File: config.mk
export PLATFORM = sky130hd
export DESIGN_NAME = sc_regbank_reader
export DESIGN_NICKNAME = d
export VERILOG_FILES = /design/src/rtl/sc_regbank_reader_pkg.sv /design/src/rtl/sc_regbank_reader_mux.sv /design/src/rtl/sc_regbank_reader.sv
export SDC_FILE = /design/constraint.sdc
export NUM_CORES = 1
export LEC_CHECK = 0
export CAP_MARGIN = 10
export CELL_PAD_IN_SITES_DETAIL_PLACEMENT = 1
export CELL_PAD_IN_SITES_GLOBAL_PLACEMENT = 1
export CORE_MARGIN = 3
export CORE_UTILIZATION = 22
export CTS_CLUSTER_DIAMETER = 40
export DETAILED_ROUTE_END_ITERATION = 10
export PLACE_DENSITY = 0.89
export SETUP_SLACK_MARGIN = 0.3
export SYNTH_ARGS = -nofsm -noshare
export SYNTH_HDL_FRONTEND = slang
export SYNTH_SLANG_ARGS = --single-unit
File: constraint.sdc
create_clock -name SC_RegBANKREAD_CLOCK_50 -period 2.1 [get_ports SC_RegBANKREAD_CLOCK_50]
set_input_delay 0.315 -clock SC_RegBANKREAD_CLOCK_50 [delete_from_list [all_inputs] [get_ports SC_RegBANKREAD_CLOCK_50]]
set_output_delay 0.315 -clock SC_RegBANKREAD_CLOCK_50 [all_outputs]
set_load 0.02 [all_outputs]
File: src/rtl/sc_regbank_reader_pkg.sv
// Shared definitions for the register-bank reader: FSM encoding and default bus slice width.
package sc_regbank_reader_pkg;

  localparam int unsigned BusSliceWidth = 32;

  typedef enum logic [1:0] {
    StIdle    = 2'd0,
    StAddr    = 2'd1,
    StCapture = 2'd2,
    StScan    = 2'd3
  } readerState_t;

endpackage

File: src/rtl/sc_regbank_reader_mux.sv
// Combinational indexed select of one register slice from the flattened bank bus,
// with a flag telling whether the index names an existing register.
module sc_regbank_reader_mux
  import sc_regbank_reader_pkg::*;
#(
  parameter int unsigned DATAWIDTH_BUS = BusSliceWidth,
  parameter int unsigned NUM_REGS      = 8,
  parameter int unsigned SEL_WIDTH     = 3
) (
  input  logic [NUM_REGS*DATAWIDTH_BUS-1:0] SC_RegBANKMUX_RegBank_In,
  input  logic [SEL_WIDTH-1:0]              SC_RegBANKMUX_Sel_In,
  output logic [DATAWIDTH_BUS-1:0]          SC_RegBANKMUX_Data_Out,
  output logic                              SC_RegBANKMUX_InRange_OutHigh
);

  // Out-of-range indices fall through to zero data and a low in-range flag.
  always_comb begin
    SC_RegBANKMUX_Data_Out        = '0;
    SC_RegBANKMUX_InRange_OutHigh = 1'b0;
    for (int i = 0; i < int'(NUM_REGS); i++) begin
      if (SC_RegBANKMUX_Sel_In == SEL_WIDTH'(i)) begin
        SC_RegBANKMUX_Data_Out        = SC_RegBANKMUX_RegBank_In[i*DATAWIDTH_BUS +: DATAWIDTH_BUS];
        SC_RegBANKMUX_InRange_OutHigh = 1'b1;
      end
    end
  end

endmodule

File: src/rtl/sc_regbank_reader.sv
// Register-bank reader: single indexed reads and full-bank scans through a valid handshake.
// Optional SC_REGBANKREAD_PARITY_EN adds a registered even-parity bit of the output bus.
module sc_regbank_reader
  import sc_regbank_reader_pkg::*;
#(
  parameter int unsigned DATAWIDTH_BUS = BusSliceWidth,
  parameter int unsigned NUM_REGS      = 8,
  parameter int unsigned SEL_WIDTH     = 3
) (
  input  logic                              SC_RegBANKREAD_CLOCK_50,
  input  logic                              SC_RegGENERAL_Reset_InHigh,
  input  logic [NUM_REGS*DATAWIDTH_BUS-1:0] SC_RegBANKREAD_RegBank_In,
  input  logic                              SC_RegBANKREAD_ReadReq_InHigh,
  input  logic [SEL_WIDTH-1:0]              SC_RegBANKREAD_ReadSel_In,
  input  logic                              SC_RegBANKREAD_ScanStart_InHigh,
  output logic [DATAWIDTH_BUS-1:0]          SC_RegBANKREAD_DataBUS_Out,
  output logic [SEL_WIDTH-1:0]              SC_RegBANKREAD_Sel_Out,
  output logic                              SC_RegBANKREAD_Valid_OutHigh,
  output logic                              SC_RegBANKREAD_Busy_OutHigh,
  output logic                              SC_RegBANKREAD_Error_OutHigh,
  output logic                              SC_RegBANKREAD_ScanDone_OutHigh,
  output logic                              SC_RegBANKREAD_Parity_Out
);

  localparam logic [SEL_WIDTH-1:0] LastIndex = SEL_WIDTH'(NUM_REGS - 1);

  readerState_t               stateQ;
  logic [SEL_WIDTH-1:0]       indexQ;
  logic [DATAWIDTH_BUS-1:0]   muxData;
  logic                       muxInRange;

  sc_regbank_reader_mux #(
    .DATAWIDTH_BUS (DATAWIDTH_BUS),
    .NUM_REGS      (NUM_REGS),
    .SEL_WIDTH     (SEL_WIDTH)
  ) u_mux (
    .SC_RegBANKMUX_RegBank_In      (SC_RegBANKREAD_RegBank_In),
    .SC_RegBANKMUX_Sel_In          (indexQ),
    .SC_RegBANKMUX_Data_Out        (muxData),
    .SC_RegBANKMUX_InRange_OutHigh (muxInRange)
  );

  always_ff @(negedge SC_RegBANKREAD_CLOCK_50 or posedge SC_RegGENERAL_Reset_InHigh) begin
    if (SC_RegGENERAL_Reset_InHigh) begin
      stateQ                          <= StIdle;
      indexQ                          <= '0;
      SC_RegBANKREAD_DataBUS_Out      <= '0;
      SC_RegBANKREAD_Sel_Out          <= '0;
      SC_RegBANKREAD_Valid_OutHigh    <= 1'b0;
      SC_RegBANKREAD_Busy_OutHigh     <= 1'b0;
      SC_RegBANKREAD_Error_OutHigh    <= 1'b0;
      SC_RegBANKREAD_ScanDone_OutHigh <= 1'b0;
    end else begin
      SC_RegBANKREAD_Valid_OutHigh    <= 1'b0;
      SC_RegBANKREAD_ScanDone_OutHigh <= 1'b0;
      case (stateQ)
        StIdle: begin
          // A single read wins over a scan when both are requested together.
          if (SC_RegBANKREAD_ReadReq_InHigh) begin
            indexQ                       <= SC_RegBANKREAD_ReadSel_In;
            SC_RegBANKREAD_Error_OutHigh <= 1'b0;
            SC_RegBANKREAD_Busy_OutHigh  <= 1'b1;
            stateQ                       <= StAddr;
          end else if (SC_RegBANKREAD_ScanStart_InHigh) begin
            indexQ                      <= '0;
            SC_RegBANKREAD_Busy_OutHigh <= 1'b1;
            stateQ                      <= StScan;
          end
        end
        StAddr: begin
          stateQ <= StCapture;
        end
        StCapture: begin
          SC_RegBANKREAD_DataBUS_Out   <= muxData;
          SC_RegBANKREAD_Sel_Out       <= indexQ;
          SC_RegBANKREAD_Valid_OutHigh <= 1'b1;
          SC_RegBANKREAD_Busy_OutHigh  <= 1'b0;
          if (!muxInRange) begin
            SC_RegBANKREAD_Error_OutHigh <= 1'b1;
          end
          stateQ <= StIdle;
        end
        StScan: begin
          SC_RegBANKREAD_DataBUS_Out   <= muxData;
          SC_RegBANKREAD_Sel_Out       <= indexQ;
          SC_RegBANKREAD_Valid_OutHigh <= 1'b1;
          if (indexQ == LastIndex) begin
            SC_RegBANKREAD_ScanDone_OutHigh <= 1'b1;
            SC_RegBANKREAD_Busy_OutHigh     <= 1'b0;
            stateQ                          <= StIdle;
          end else begin
            indexQ <= indexQ + SEL_WIDTH'(1);
          end
        end
        default: begin
          SC_RegBANKREAD_Busy_OutHigh <= 1'b0;
          stateQ                      <= StIdle;
        end
      endcase
    end
  end

`ifdef SC_REGBANKREAD_PARITY_EN
  logic parityQ;

  // Loaded on the same edges as the data bus; out-of-range data is zero, so parity is zero too.
  always_ff @(negedge SC_RegBANKREAD_CLOCK_50 or posedge SC_RegGENERAL_Reset_InHigh) begin
    if (SC_RegGENERAL_Reset_InHigh) begin
      parityQ <= 1'b0;
    end else if (stateQ == StCapture || stateQ == StScan) begin
      parityQ <= ^muxData;
    end
  end

  assign SC_RegBANKREAD_Parity_Out = parityQ;
`else
  assign SC_RegBANKREAD_Parity_Out = 1'b0;
`endif

endmodule
==> results.tsv <==
stage	metric	value	unit
run_status	outcome	finished, violations left	
run_status	failing checks	setup timing	
power	sw power	8400	uW
critical_path	CP bufs+invs	1	
logic_synthesis	synthesized area	4400	um2
logic_synthesis	number of synthesized flops with an enable pin	0	
logic_synthesis	Synth Area per Inst	7.36	um2
cts	Hold Buf Count CTS	0	
sta	measured slew at the worst slew-check pin	0.706	ns
cts	CTS H-tree lvls	2	
logic_synthesis	net count after synthesis	867	
critical_path	crit-path max FO	2	
final_layout	Finished Core Util	54.7	%
critical_path	Setup CP Type	flip-flop to primary output	
critical_path	CP Launch Type	flip-flop	
min_path	Hold WC Path Type	flip-flop to flip-flop	
detailed_routing	Avg WL per Cell	26.4	um
logic_synthesis	Ys Warns	0	
power	sequential share of power	9.9	%
grt	largest net degree at the start of global routing	35	
detailed_routing	drt drc	0	
final_layout	Syn-to-layout area delta	143	%
floorplanning	cell row count	51	
grt	global-route wire length before repair	46.4	mm
power	Leak	0.00430	uW
run	max cap viols	0	
critical_path	Critical path origin	SC_RegBANKREAD_DataBUS_Out[15]$_DFFE_NP0N_	
floorplanning	Starting Density	22.5	%
sta	max-slew violations	0	
grt	initial antenna violation count	6	
placed_design	GPL Wtd Cong	0.848	
placed_design	Port Buffers	301	
placed_design	dpl hpwl	19.6	mm
sta	RSZ-0062 raised after global routing	true	
logic_synthesis	post-synthesis cell count	598	
grt	vias in the first global route	7873	
cts	Clock transition at path regs	0.05	ns
final_layout	Nets	1261	
detailed_routing	DR vias/cell	5.50	
sta	Hold Fails Final Rpt	0	
min_path	Worst Hold Launch	SC_RegBANKREAD_DataBUS_Out[5]$_DFFE_NP0N_	
sta	final setup TNS	-5.99	ns
critical_path	Crit path max-delay family	flip-flops	
floorplanning	# IOs	303	
critical_path	CP cell instances	buf_6	
sta	Worst Hold Margin	0.486	ns
power	Clock power frac	5.6	%
floorplanning	core box area	19600	um2
detailed_routing	initial DRC count	389	
critical_path	RR Startpoint	indexQ[1]$_DFFE_NP0P_	
logic_synthesis	post-synthesis async set-or-reset flop share	100	%
critical_path	CP Data Required Time	1.78	ns
detailed_routing	via count	6938	
sta	Clock Skews	0.00457	ns
final_layout	ratio of cells with drive above 1 in the final layout	48.0	%
power	combinational share of power	84.5	%
critical_path	crit path DAT	2.01	ns
cts	# clock sinks	44	
detailed_routing	First-pass DRT Iterations	4	
logic_synthesis	Yosys reg bits	44	
cts	Root Buffer	clkbuf_16	
placed_design	area of placed instances	8220	um2
cts	Clock Path Buffers	2	
critical_path	critical path's slowest cell	dfrtn_1	
cts	clk_lat worst skew	0.32	ns
sta	Final setup viols	41	
detailed_routing	total wire length	33.3	mm
critical_path	max incr delay on CP	0.49	ns
sta	Slew HR	52.9	%
floorplanning	Die X	147	um
floorplanning	die footprint	21800	um2
power	PwrDens	1640	nW/um2
final_layout	Filler cells	2155	
cts	CTS tree	built	
final_layout	post-route design area	10700	um2
power	Int Pwr	9130	uW
logic_synthesis	Top FF cell, synth	dfrtn_1	
logic_synthesis	Seq/Total Area, Yosys	25.0	%
cts	cts bufs inserted	5	
sta	fin worst setup slack	-0.221	ns
logic_synthesis	synth unique cells	41	
detailed_routing	Routed Antenna Nets	0	
floorplanning	die height	147	um
grt	total gr overflow	0	
power	sw frac	47.9	%
power	Max IR drop VDD	730	uV
grt	All-Layer GR Usage	27.7	%
critical_path	kind of end point of the critical path	primary output	
-- stage by stage --
| stage | power (uW) | worst slack (ns) | instances |
|---|---|---|---|
| finish | 17500 | -0.221 | 1261 |
| global route | 18300 | -0.223 | 1261 |
| CTS | 15700 | -0.229 | 1229 |
| detailed placement | 10400 | -0.678 | 1162 |
| global placement | 10200 | -0.693 | 1162 |
| floorplan | 6690 | -0.0933 | 598 |
-- power groups by stage --
| stage | logic, uW | registers (uW) | clock network (uW) |
|---|---|---|---|
| after floorplan | 4680 | 2010 | 0 |
| after global placement | 8550 | 1620 | 0 |
| after detailed placement | 8800 | 1640 | 0 |
| after CTS | 13000 | 1710 | 1020 |
| after global routing | 15500 | 1770 | 1040 |
| final | 14800 | 1730 | 985 |
-- Yosys cell counts, drive strengths merged (26+ instances only) --
| cell | count | area, um2 |
|---|---|---|
| inv | 37 | 139 |
| nor2 | 37 | 139 |
| o221ai | 31 | 272 |
| nand2 | 67 | 251 |
| o21ai | 83 | 415 |
| nand3b | 26 | 195 |
| dfrtn | 44 | 1100 |
| a21oi | 70 | 350 |
| a221oi | 29 | 298 |
| clkbuf | 28 | 105 |
| buf | 38 | 265 |
| nor2b | 29 | 181 |
-- metal layers --
layer  share of wire [%]  up-vias  GRT usage [%]  wire (um)
li1                    -     3035              -          -
met1                  37     3438           30.0      12300
met2                  52      352           50.6      17300
met3                 6.8      107           7.57       2250
met4                 4.0        6           11.8       1350
met5                0.12        -              0         41
-- placed cells by master (no fill, tap or decap), types with 24 or more instances in the layout --
| cell type | instances |
|---|---|
| a21oi_4 | 24 |
| dfrtn_1 | 44 |
| o21ai_1 | 61 |
| nor2b_1 | 26 |
| nand3b_1 | 26 |
| clkdlybuf4s50_1 | 42 |
| clkdlybuf4s15_1 | 63 |
| buf_2 | 37 |
| nand2_1 | 60 |
| buf_6 | 95 |
| dlygate4sd2_1 | 85 |
| a21oi_2 | 33 |
| buf_4 | 78 |
-- registers in the layout, indices dropped and copies added, names as in the netlist --
name / flops
indexQ: 3
SC_RegBANKREAD_Valid_OutHigh: 1
stateQ: 2
SC_RegBANKREAD_Busy_OutHigh: 1
SC_RegBANKREAD_ScanDone_OutHigh: 1
SC_RegBANKREAD_DataBUS_Out: 32
SC_RegBANKREAD_Error_OutHigh: 1
SC_RegBANKREAD_Sel_Out: 3
-- final timing paths --
check                                                        endpoint  slack, ns  depth (start not counted)
max                                    SC_RegBANKREAD_DataBUS_Out[15]      -0.22                          1
max in group asynchronous  SC_RegBANKREAD_DataBUS_Out[23]$_DFFE_NP0N_       0.45                          3
max reg2reg                 SC_RegBANKREAD_DataBUS_Out[5]$_DFFE_NP0N_      -0.01                         10
min in group asynchronous  SC_RegBANKREAD_DataBUS_Out[31]$_DFFE_NP0N_       1.23                          2
min                         SC_RegBANKREAD_DataBUS_Out[5]$_DFFE_NP0N_       0.49                          2
min reg2reg                 SC_RegBANKREAD_DataBUS_Out[5]$_DFFE_NP0N_       0.49                          2
-- kinds of logic (layout without fill, tap and decap cells) --
logic type / after synthesis / count (layout) / share of synthesized area, %
other: 1 / 4 / 0.0851
adder cells (fa/ha/maj): 6 / 6 / 1.70
AND/OR/NAND/NOR: 169 / 169 / 18.8
AO/OA/AOI/OAI: 272 / 272 / 42.1
flip-flops: 44 / 44 / 25.0
buffers and inverters: 103 / 498 / 11.6
multiplexers: 3 / 3 / 0.767
-- repair_timing --
| item | CTS | global route |
|---|---|---|
| buffers inserted | 48 | 22 |
| gates resized for setup | 1034 | 67 |
| setup endpoints to repair | 78 | 77 |
| gates cloned | 11 | 7 |
| pin swaps | 274 | 73 |
-- area by class of cell --
| class | instances | area [um2] | share of cell area (%) |
|---|---|---|---|
| inverters | 37 | 159 | 1.48 |
| multi-input cells | 451 | 4230 | 39.4 |
| diodes | 3 | 7.51 | 0.0701 |
| flip-flops and latches | 44 | 1100 | 10.3 |
| well taps | 265 | 332 | 3.09 |
| clock inverters | 3 | 46.3 | 0.432 |
| repair buffers | 453 | 4720 | 44.0 |
| clock buffers | 5 | 125 | 1.17 |
Power figures use the tool's default switching activity.
